--- config.mk ---
export PLATFORM = sky130hd
export DESIGN_NAME = cpu_run_controller
export DESIGN_NICKNAME = d
export VERILOG_FILES = /design/src/rtl/cpu_run_controller_pkg.sv /design/src/rtl/cpu_run_controller_stream_out_slice.sv /design/src/rtl/cpu_run_controller.sv
export SDC_FILE = /design/constraint.sdc
export NUM_CORES = 1
export LEC_CHECK = 0
export ABC_AREA = 1
export BUFFER_PORTS_ARGS = -buffer_cell sky130_fd_sc_hd__buf_2
export CORE_UTILIZATION = 48
export CTS_CLUSTER_DIAMETER = 150
export DETAILED_ROUTE_END_ITERATION = 10
export GPL_TIMING_DRIVEN = 0
export MAX_ROUTING_LAYER = met4
export PLACE_DENSITY_LB_ADDON = 0.05
export SLEW_MARGIN = 20
export SYNTH_ARGS = -nofsm -noshare
export SYNTH_HDL_FRONTEND = slang
export SYNTH_HIERARCHICAL = 1
export SYNTH_SLANG_ARGS = --single-unit
--- constraint.sdc ---
create_clock -name clk -period 2 [get_ports clk]
set_input_delay 0.2 -clock clk [delete_from_list [all_inputs] [get_ports clk]]
set_output_delay 0.2 -clock clk [all_outputs]
set_load 0.005 [all_outputs]
--- src/rtl/cpu_run_controller_pkg.sv ---
// Shared definitions for the CPU run controller: FSM state encoding,
// release-phase length and a small helper for the busy indication.
package cpu_run_controller_pkg;

  // One program run walks IDLE -> LOAD -> RELEASE -> RUN -> DUMP -> DONE.
  // LOAD is skipped when the run re-uses the existing imem contents.
  typedef enum logic [2:0] {
    ST_IDLE    = 3'd0,
    ST_LOAD    = 3'd1,
    ST_RELEASE = 3'd2,
    ST_RUN     = 3'd3,
    ST_DUMP    = 3'd4,
    ST_DONE    = 3'd5
  } run_state_t;

  // Cycles the CPU is kept in reset after the image is in place, so the
  // datapath settles on a clean PC before it is let go.
  localparam int RELEASE_CYCLES = 3;
  localparam int RCNT_W         = 2;

  // Busy covers every state in which a run is in progress.
  function automatic logic state_busy(input run_state_t s);
    return (s == ST_LOAD) || (s == ST_RELEASE) || (s == ST_RUN) || (s == ST_DUMP);
  endfunction

endpackage

--- src/rtl/cpu_run_controller_stream_out_slice.sv ---
// Output register of a valid/ready stream. The owner asserts load only when
// can_load is high; the slice then holds valid/data until the sink takes it.
//
// Handshake: a word transfers on a rising edge where valid && ready are both
// high. While valid is high and ready is low, valid and data do not change.
// A new word may be loaded in the same cycle the current one is accepted,
// giving one word per cycle when ready stays high.
module stream_out_slice #(
  parameter int W = 32
) (
  input  logic         clk,
  input  logic         reset,
  input  logic         load,
  input  logic [W-1:0] load_data,
  input  logic         ready,
  output logic         valid,
  output logic [W-1:0] data,
  output logic         can_load
);

  // The register is free when empty or when its word leaves this cycle.
  assign can_load = !valid || ready;

  // Load a new word, otherwise drain on acceptance, otherwise hold.
  always_ff @(posedge clk or negedge reset) begin
    if (!reset) begin
      valid <= 1'b0;
      data  <= '0;
    end else if (load) begin
      valid <= 1'b1;
      data  <= load_data;
    end else if (valid && ready) begin
      valid <= 1'b0;
    end
  end

endmodule

--- src/rtl/cpu_run_controller.sv ---
// Sequences one program run of the single-cycle CPU: streams a program image
// into imem with the CPU held in reset, releases the CPU, watches PC for the
// end address (or a cycle timeout), re-freezes the CPU and streams a window
// of data RAM out through a valid/ready port.
module cpu_run_controller
  import cpu_run_controller_pkg::*;
#(
  parameter int          IAW       = 8,
  parameter int          DAW       = 8,
  parameter logic [31:0] END_PC    = 32'd48,
  parameter int          DUMP_BASE = 16,
  parameter int          DUMP_LEN  = 15,
  parameter int          TIMEOUT   = 4096
) (
  input  logic           clk,
  input  logic           reset,
  input  logic           start,
  input  logic [IAW:0]   prog_len,
  input  logic           ld_valid,
  input  logic [31:0]    ld_data,
  output logic           ld_ready,
  output logic           imem_we,
  output logic [IAW-1:0] imem_waddr,
  output logic [31:0]    imem_wdata,
  output logic           cpu_reset,
  input  logic [31:0]    pc,
  output logic [DAW-1:0] dmem_raddr,
  input  logic [31:0]    dmem_rdata,
  output logic           out_valid,
  output logic [31:0]    out_data,
  input  logic           out_ready,
  output logic           busy,
  output logic           done,
  output logic           timed_out,
  output logic [2:0]     state_dbg
);

  localparam int CYC_W = (TIMEOUT > 2) ? $clog2(TIMEOUT) : 1;
  localparam int IDX_W = $clog2(DUMP_LEN + 1);

  run_state_t         state;
  run_state_t         state_nxt;
  logic [IAW:0]       plen;
  logic [IAW:0]       wcnt;
  logic [RCNT_W-1:0]  rcnt;
  logic [CYC_W-1:0]   cyc;
  logic [IDX_W-1:0]   idx;

  logic start_ok;
  logic ld_fire;
  logic load_last;
  logic release_last;
  logic end_hit;
  logic to_hit;
  logic can_load;
  logic dump_load;
  logic dump_last;

  // ---------------------------------------------------------------------
  // Datapath decodes
  // ---------------------------------------------------------------------
  assign start_ok     = start && ((state == ST_IDLE) || (state == ST_DONE));
  assign ld_ready     = (state == ST_LOAD);
  assign ld_fire      = ld_valid && ld_ready;
  assign load_last    = ld_fire && (wcnt == plen - 1'b1);
  assign release_last = (rcnt == RCNT_W'(RELEASE_CYCLES - 1));

  // Unsigned compare: a PC that has run far past the end still ends the run.
  assign end_hit      = (pc >= END_PC);
  assign to_hit       = (cyc == CYC_W'(TIMEOUT - 1));

  // imem write port follows the load handshake combinationally.
  assign imem_we      = ld_fire;
  assign imem_waddr   = wcnt[IAW-1:0];
  assign imem_wdata   = ld_data;

  // The CPU only runs in RUN; it is frozen while loading and dumping.
  assign cpu_reset    = (state != ST_RUN);

  // The dump address tracks the next word to be captured; dmem reads
  // asynchronously so the data is registered in the same cycle.
  assign dmem_raddr   = DAW'(DUMP_BASE) + DAW'(idx);
  assign dump_load    = (state == ST_DUMP) && can_load && (idx < IDX_W'(DUMP_LEN));

  // Once every word has been captured, the one held in the slice is the last.
  assign dump_last    = (state == ST_DUMP) && (idx == IDX_W'(DUMP_LEN)) &&
                        out_valid && out_ready;

  assign busy         = state_busy(state);
  assign done         = (state == ST_DONE);
  assign state_dbg    = state;

  // ---------------------------------------------------------------------
  // FSM
  // ---------------------------------------------------------------------

  // State register.
  always_ff @(posedge clk or negedge reset) begin
    if (!reset) begin
      state <= ST_IDLE;
    end else begin
      state <= state_nxt;
    end
  end

  // Next-state selection.
  always_comb begin
    state_nxt = state;
    case (state)
      ST_IDLE, ST_DONE: begin
        if (start_ok) begin
          state_nxt = (prog_len != '0) ? ST_LOAD : ST_RELEASE;
        end
      end
      ST_LOAD: begin
        if (load_last) begin
          state_nxt = ST_RELEASE;
        end
      end
      ST_RELEASE: begin
        if (release_last) begin
          state_nxt = ST_RUN;
        end
      end
      ST_RUN: begin
        if (end_hit || to_hit) begin
          state_nxt = ST_DUMP;
        end
      end
      ST_DUMP: begin
        if (dump_last) begin
          state_nxt = ST_DONE;
        end
      end
      default: begin
        state_nxt = ST_IDLE;
      end
    endcase
  end

  // ---------------------------------------------------------------------
  // Counters and run status. Each counter is cleared when a run starts and
  // only advances in its own state, which it leaves before it could wrap.
  // ---------------------------------------------------------------------

  // Per-run counters, the sampled program length and the timeout flag.
  always_ff @(posedge clk or negedge reset) begin
    if (!reset) begin
      plen      <= '0;
      wcnt      <= '0;
      rcnt      <= '0;
      cyc       <= '0;
      idx       <= '0;
      timed_out <= 1'b0;
    end else if (start_ok) begin
      plen      <= prog_len;
      wcnt      <= '0;
      rcnt      <= '0;
      cyc       <= '0;
      idx       <= '0;
      timed_out <= 1'b0;
    end else begin
      case (state)
        ST_LOAD: begin
          if (ld_fire) begin
            wcnt <= wcnt + 1'b1;
          end
        end
        ST_RELEASE: begin
          if (!release_last) begin
            rcnt <= rcnt + 1'b1;
          end
        end
        ST_RUN: begin
          if (!end_hit && !to_hit) begin
            cyc <= cyc + 1'b1;
          end
          // Reaching the end address in the timeout cycle is a clean finish.
          if (!end_hit && to_hit) begin
            timed_out <= 1'b1;
          end
        end
        ST_DUMP: begin
          if (dump_load) begin
            idx <= idx + 1'b1;
          end
        end
        default: begin
        end
      endcase
    end
  end

  // ---------------------------------------------------------------------
  // Dump output register
  // ---------------------------------------------------------------------
  stream_out_slice #(
    .W (32)
  ) u_out_slice (
    .clk       (clk),
    .reset     (reset),
    .load      (dump_load),
    .load_data (dmem_rdata),
    .ready     (out_ready),
    .valid     (out_valid),
    .data      (out_data),
    .can_load  (can_load)
  );

endmodule

==> flow_summary.html <==
<table>
<tr><th>Metric</th><th>Value</th></tr>
<tr><th colspan="2">Clocking</th></tr>
<tr><td>Clock tree from TritonCTS</td><td>done</td></tr>
<tr><td>Num CTS Buffers</td><td>9</td></tr>
<tr><td>Clock tree root driver cell</td><td>clkbuf_8</td></tr>
<tr><td>Clock latency reported for the late side of the worst-skew pair</td><td>0.36 ns</td></tr>
<tr><td>Clock-pin slew of the registers on the worst-case setup and hold paths</td><td>0.09 ns</td></tr>
<tr><td>Clock Tree Buf Depth</td><td>2</td></tr>
<tr><td>Count of clock tree sinks</td><td>73</td></tr>
<tr><td>H-tree level count</td><td>3</td></tr>
<tr><th colspan="2">Pwr</th></tr>
<tr><td>Worst-case vdd ir drop</td><td>663 µV</td></tr>
<tr><td>Total power of the final layout</td><td>6.40 mW</td></tr>
<tr><td>Static power due to leakage</td><td>3.14 nW</td></tr>
<tr><td>Power per unit of standard cell area</td><td>1150 mW/mm²</td></tr>
<tr><th colspan="2">Worst setup path</th></tr>
<tr><td>Critical path class</td><td>reg2reg</td></tr>
<tr><td>CP Max Fanout</td><td>5</td></tr>
<tr><td>Required arrival time at the worst endpoint</td><td>roughly 2.3 ns</td></tr>
<tr><td>Data arrival, critical path</td><td>2.07 ns</td></tr>
<tr><td>Startpoint kind of the worst setup timing path</td><td>flip-flop</td></tr>
<tr><td>Endpoint kind of the worst setup timing path</td><td>flip-flop</td></tr>
<tr><th colspan="2">Floorplan</th></tr>
<tr><td>Area enclosed by the die boundary</td><td>0.00948 mm²</td></tr>
<tr><td>Number of top-level pins</td><td>200</td></tr>
<tr><td>Number of cell rows</td><td>34</td></tr>
<tr><td>Starting density of the core</td><td>roughly half</td></tr>
<tr><td>Die height</td><td>97.4 µm</td></tr>
<tr><td>Core Area</td><td>roughly 0.0088 mm²</td></tr>
<tr><td>DIE WIDTH</td><td>97.4 µm</td></tr>
<tr><th colspan="2">Drt</th></tr>
<tr><td>Vias</td><td>4137</td></tr>
<tr><td>Wirelength per Cell</td><td>approximately 12 µm</td></tr>
<tr><td>1st-pass router iterations</td><td>4</td></tr>
<tr><td>Total Wirelength</td><td>between 10000 and 15000 µm</td></tr>
<tr><td>Residual DRC</td><td>0</td></tr>
<tr><td>Count of nets left with antenna violations after detail routing</td><td>0</td></tr>
<tr><td>Number of design-rule violations left by the first detailed-router iteration</td><td>between 150 and 200</td></tr>
<tr><td>Number of vias per cell</td><td>roughly 4.8</td></tr>
<tr><th colspan="2">Yosys</th></tr>
<tr><td>Leading register cell type out of synthesis</td><td>dfrtp_1</td></tr>
<tr><td>Mapped Area</td><td>0.00437 mm²</td></tr>
<tr><td>Largest area contributor in the synthesized netlist</td><td>dfrtp_1</td></tr>
<tr><td>Fraction of synthesized cell area taken by the top area cell type</td><td>41.8%</td></tr>
<tr><td>Share of synthesized area occupied by flip-flops and latches</td><td>41.8%</td></tr>
<tr><td>Yosys reg bits</td><td>73</td></tr>
<tr><td>Share of flip-flops with an asynchronous set or reset after synthesis</td><td>100%</td></tr>
<tr><td>Yosys warnings</td><td>6</td></tr>
<tr><td>Count of different cell masters after synthesis</td><td>38</td></tr>
<tr><td>Largest cells by area after synthesis</td><td>dfrtp_1 (42%), nand2_1 (16%), buf_4 (8.1%), nor2_1 (5.0%), inv_1 (4.9%)</td></tr>
<tr><td>Mapped Cells</td><td>579</td></tr>
<tr><td>Count of flip-flops with a built-in enable after synthesis</td><td>0</td></tr>
<tr><td>Synth Area per Inst</td><td>around 7.5 µm²</td></tr>
<tr><th colspan="2">Place</th></tr>
<tr><td>Final HPWL DP</td><td>7900 µm</td></tr>
<tr><td>Placed Instances</td><td>849</td></tr>
<tr><td>Routability-driven placement congestion ratio</td><td>0.894</td></tr>
<tr><td>Number of I/O port buffers</td><td>159</td></tr>
<tr><td>Placement Setup Slack</td><td>about 0.14 ns</td></tr>
<tr><td>Area post-placement</td><td>about 0.0053 mm²</td></tr>
<tr><th colspan="2">Final layout</th></tr>
<tr><td>Total inserted antenna cells</td><td>0</td></tr>
<tr><td>Util after Layout</td><td>63.2%</td></tr>
<tr><td>Fraction of final layout cells with drive strength greater than 1</td><td>34.5%</td></tr>
<tr><td>Area of all placed cells without fillers</td><td>0.00554 mm²</td></tr>
<tr><td>Number of cells in the finished layout apart from fillers</td><td>about 870</td></tr>
<tr><td>Area growth from synthesis to layout</td><td>26.9%</td></tr>
<tr><td>Total Nets Final</td><td>869</td></tr>
<tr><th colspan="2">STA</th></tr>
<tr><td>Final hold violation count</td><td>0</td></tr>
<tr><td>Final period util</td><td>90.9%</td></tr>
<tr><td>Highest clock rate</td><td>550 MHz</td></tr>
<tr><td>Final critical delay including setup and external delays</td><td>1.82 ns</td></tr>
<tr><td>Crit path setup slack, layout</td><td>0.183 ns</td></tr>
<tr><td>WHS</td><td>0.0296 ns</td></tr>
<tr><td>Post-Route Setup TNS</td><td>0 ns</td></tr>
<tr><td>Final Skew</td><td>0.0106 ns</td></tr>
<tr><td>Number of pins exceeding their max-slew limit in the final report</td><td>0</td></tr>
<tr><td>Number of failing setup endpoints in the final timing report</td><td>0</td></tr>
<tr><td>RSZ-0062 raised after global routing</td><td>false</td></tr>
<tr><th colspan="2">Global routing</th></tr>
<tr><td>Antenna violations before repair</td><td>0</td></tr>
<tr><td>GRT Residual Overflow</td><td>0</td></tr>
<tr><td>Largest net degree at the start of global routing</td><td>50</td></tr>
<tr><td>First-pass GRT wire length</td><td>17100 µm</td></tr>
<tr><td>Via count of the first global-routing pass</td><td>3893</td></tr>
<tr><td>Global router's overall resource usage</td><td>22.6%</td></tr>
<tr><th colspan="2">Status</th></tr>
<tr><td>Run status</td><td>finished, final reports clean</td></tr>
<tr><th colspan="2">Worst hold path</th></tr>
<tr><td>Path type of the worst min-delay path</td><td>in2reg</td></tr>
<tr><th colspan="2">Run</th></tr>
<tr><td>Total of max-cap violations</td><td>0</td></tr>
</table>
==> sequential cells by signal, summed over array words and instances, names as in the netlist <==
| register | cells |
|---|---|
| u_out_slice/valid | 1 |
| timed_out | 1 |
| plen | 9 |
| u_out_slice/data | 32 |
| cyc | 12 |
| idx | 4 |
| state_dbg | 3 |
| rcnt | 2 |
| wcnt | 9 |
==> cell type report <==
class / count / area (µm²)
fill: 820 / 3220
tap: 108 / 135
clock buffer: 9 / 124
sequential: 73 / 1830
timing repair buffer: 162 / 843
multi-input combinational: 387 / 1830
inverter: 61 / 236
buffer: 60 / 482
clock inverter: 7 / 61.3
==> path summary, 6_finish.rpt <==
check,start,endpoint,slack [ns],cells after the start
min,dmem_rdata[4],u_out_slice/data[4],0.03,3
min in group asynchronous,reset,state_dbg[1],0.30,2
min reg2reg,u_out_slice/data[15],u_out_slice/data[15],0.47,2
max,plen[0],state_dbg[0],0.18,13
max reg2reg,plen[0],state_dbg[0],0.18,13
max in group asynchronous,reset,cyc[11],1.15,3
==> power breakdown <==
group,switching [mW],internal [mW]
logic,1.65,1.25
clock network,0.652,0.472
registers,0.390,1.99
total,2.69,3.71
==> cell usage in the layout (no fill, tap or decap), types with 2 or more instances in the layout <==
cell type / n
nand2_1: 183
buf_2: 161
dfrtp_1: 73
nor2_1: 58
inv_1: 57
buf_4: 49
nand3_1: 37
o21ai_0: 20
nor3_1: 14
clkbuf_8: 12
nand2_2: 11
xor2_1: 10
nand4_1: 8
a21oi_1: 6
o31ai_1: 6
xnor2_1: 5
buf_6: 4
ha_1: 4
conb_1: 4
inv_2: 3
nor2_2: 3
nand2_4: 2
clkbuf_1: 2
a211oi_1: 2
nor4_1: 2
inv_8: 2
clkinv_4: 2
inv_6: 2
clkinvlp_4: 2
==> logic make-up (layout without fill, tap and decap cells) <==
logic type	count (synthesis)	count (layout)	synth area share (%)
adders and majority gates	5	5	1.43
DFF	73	73	41.8
other	2	4	0.172
AOI/OAI and AO/OA	38	38	4.99
and+or+nand+nor	325	325	32.1
xor gates and xnor gates	15	15	3.01
buffers and inverters	121	299	16.4
==> metal layers <==
metal	track usage [%]	share of wire (%)	up-vias
met5	-	0	-
met4	9.39	2.0	0
met3	4.68	6.4	19
met2	37.1	49	139
met1	27.0	43	1875
li1	-	-	2104
==> critical path, stage by stage (launching register included) <==
cell and delay, ns:
dfrtp_1 0.41, inv_1 0.12, ha_2 0.24, nand2_1 0.09, nor2_1 0.14, nand2_1 0.08
nand2_1 0.06, o21ai_0 0.07, nor2_1 0.11, nand3_1 0.11, nand2_2 0.11, nand2_1 0.07
nand2_1 0.06, nand2_1 0.04
==> synthesized netlist by cell type, types with 4 or more instances <==
cell / number
xor2_1: 10
xnor2_1: 5
inv_1: 57
nand3_1: 37
buf_4: 47
nand4_1: 8
buf_6: 4
nand2_1: 184
dfrtp_1: 73
ha_1: 5
nor2_1: 58
a21oi_1: 6
nand2_2: 10
o21ai_0: 20
nor3_1: 14
o31ai_1: 6
==> repair_timing <==
action                                  in CTS  in global routing
buffers inserted                             0                  1
endpoints found under the hold margin       24                  0
endpoints found under the setup margin       0                  6
hold buffers                                 1                  0
resized for setup                            0                  2
No activity file was read; power rests on OpenSTA's default activity.
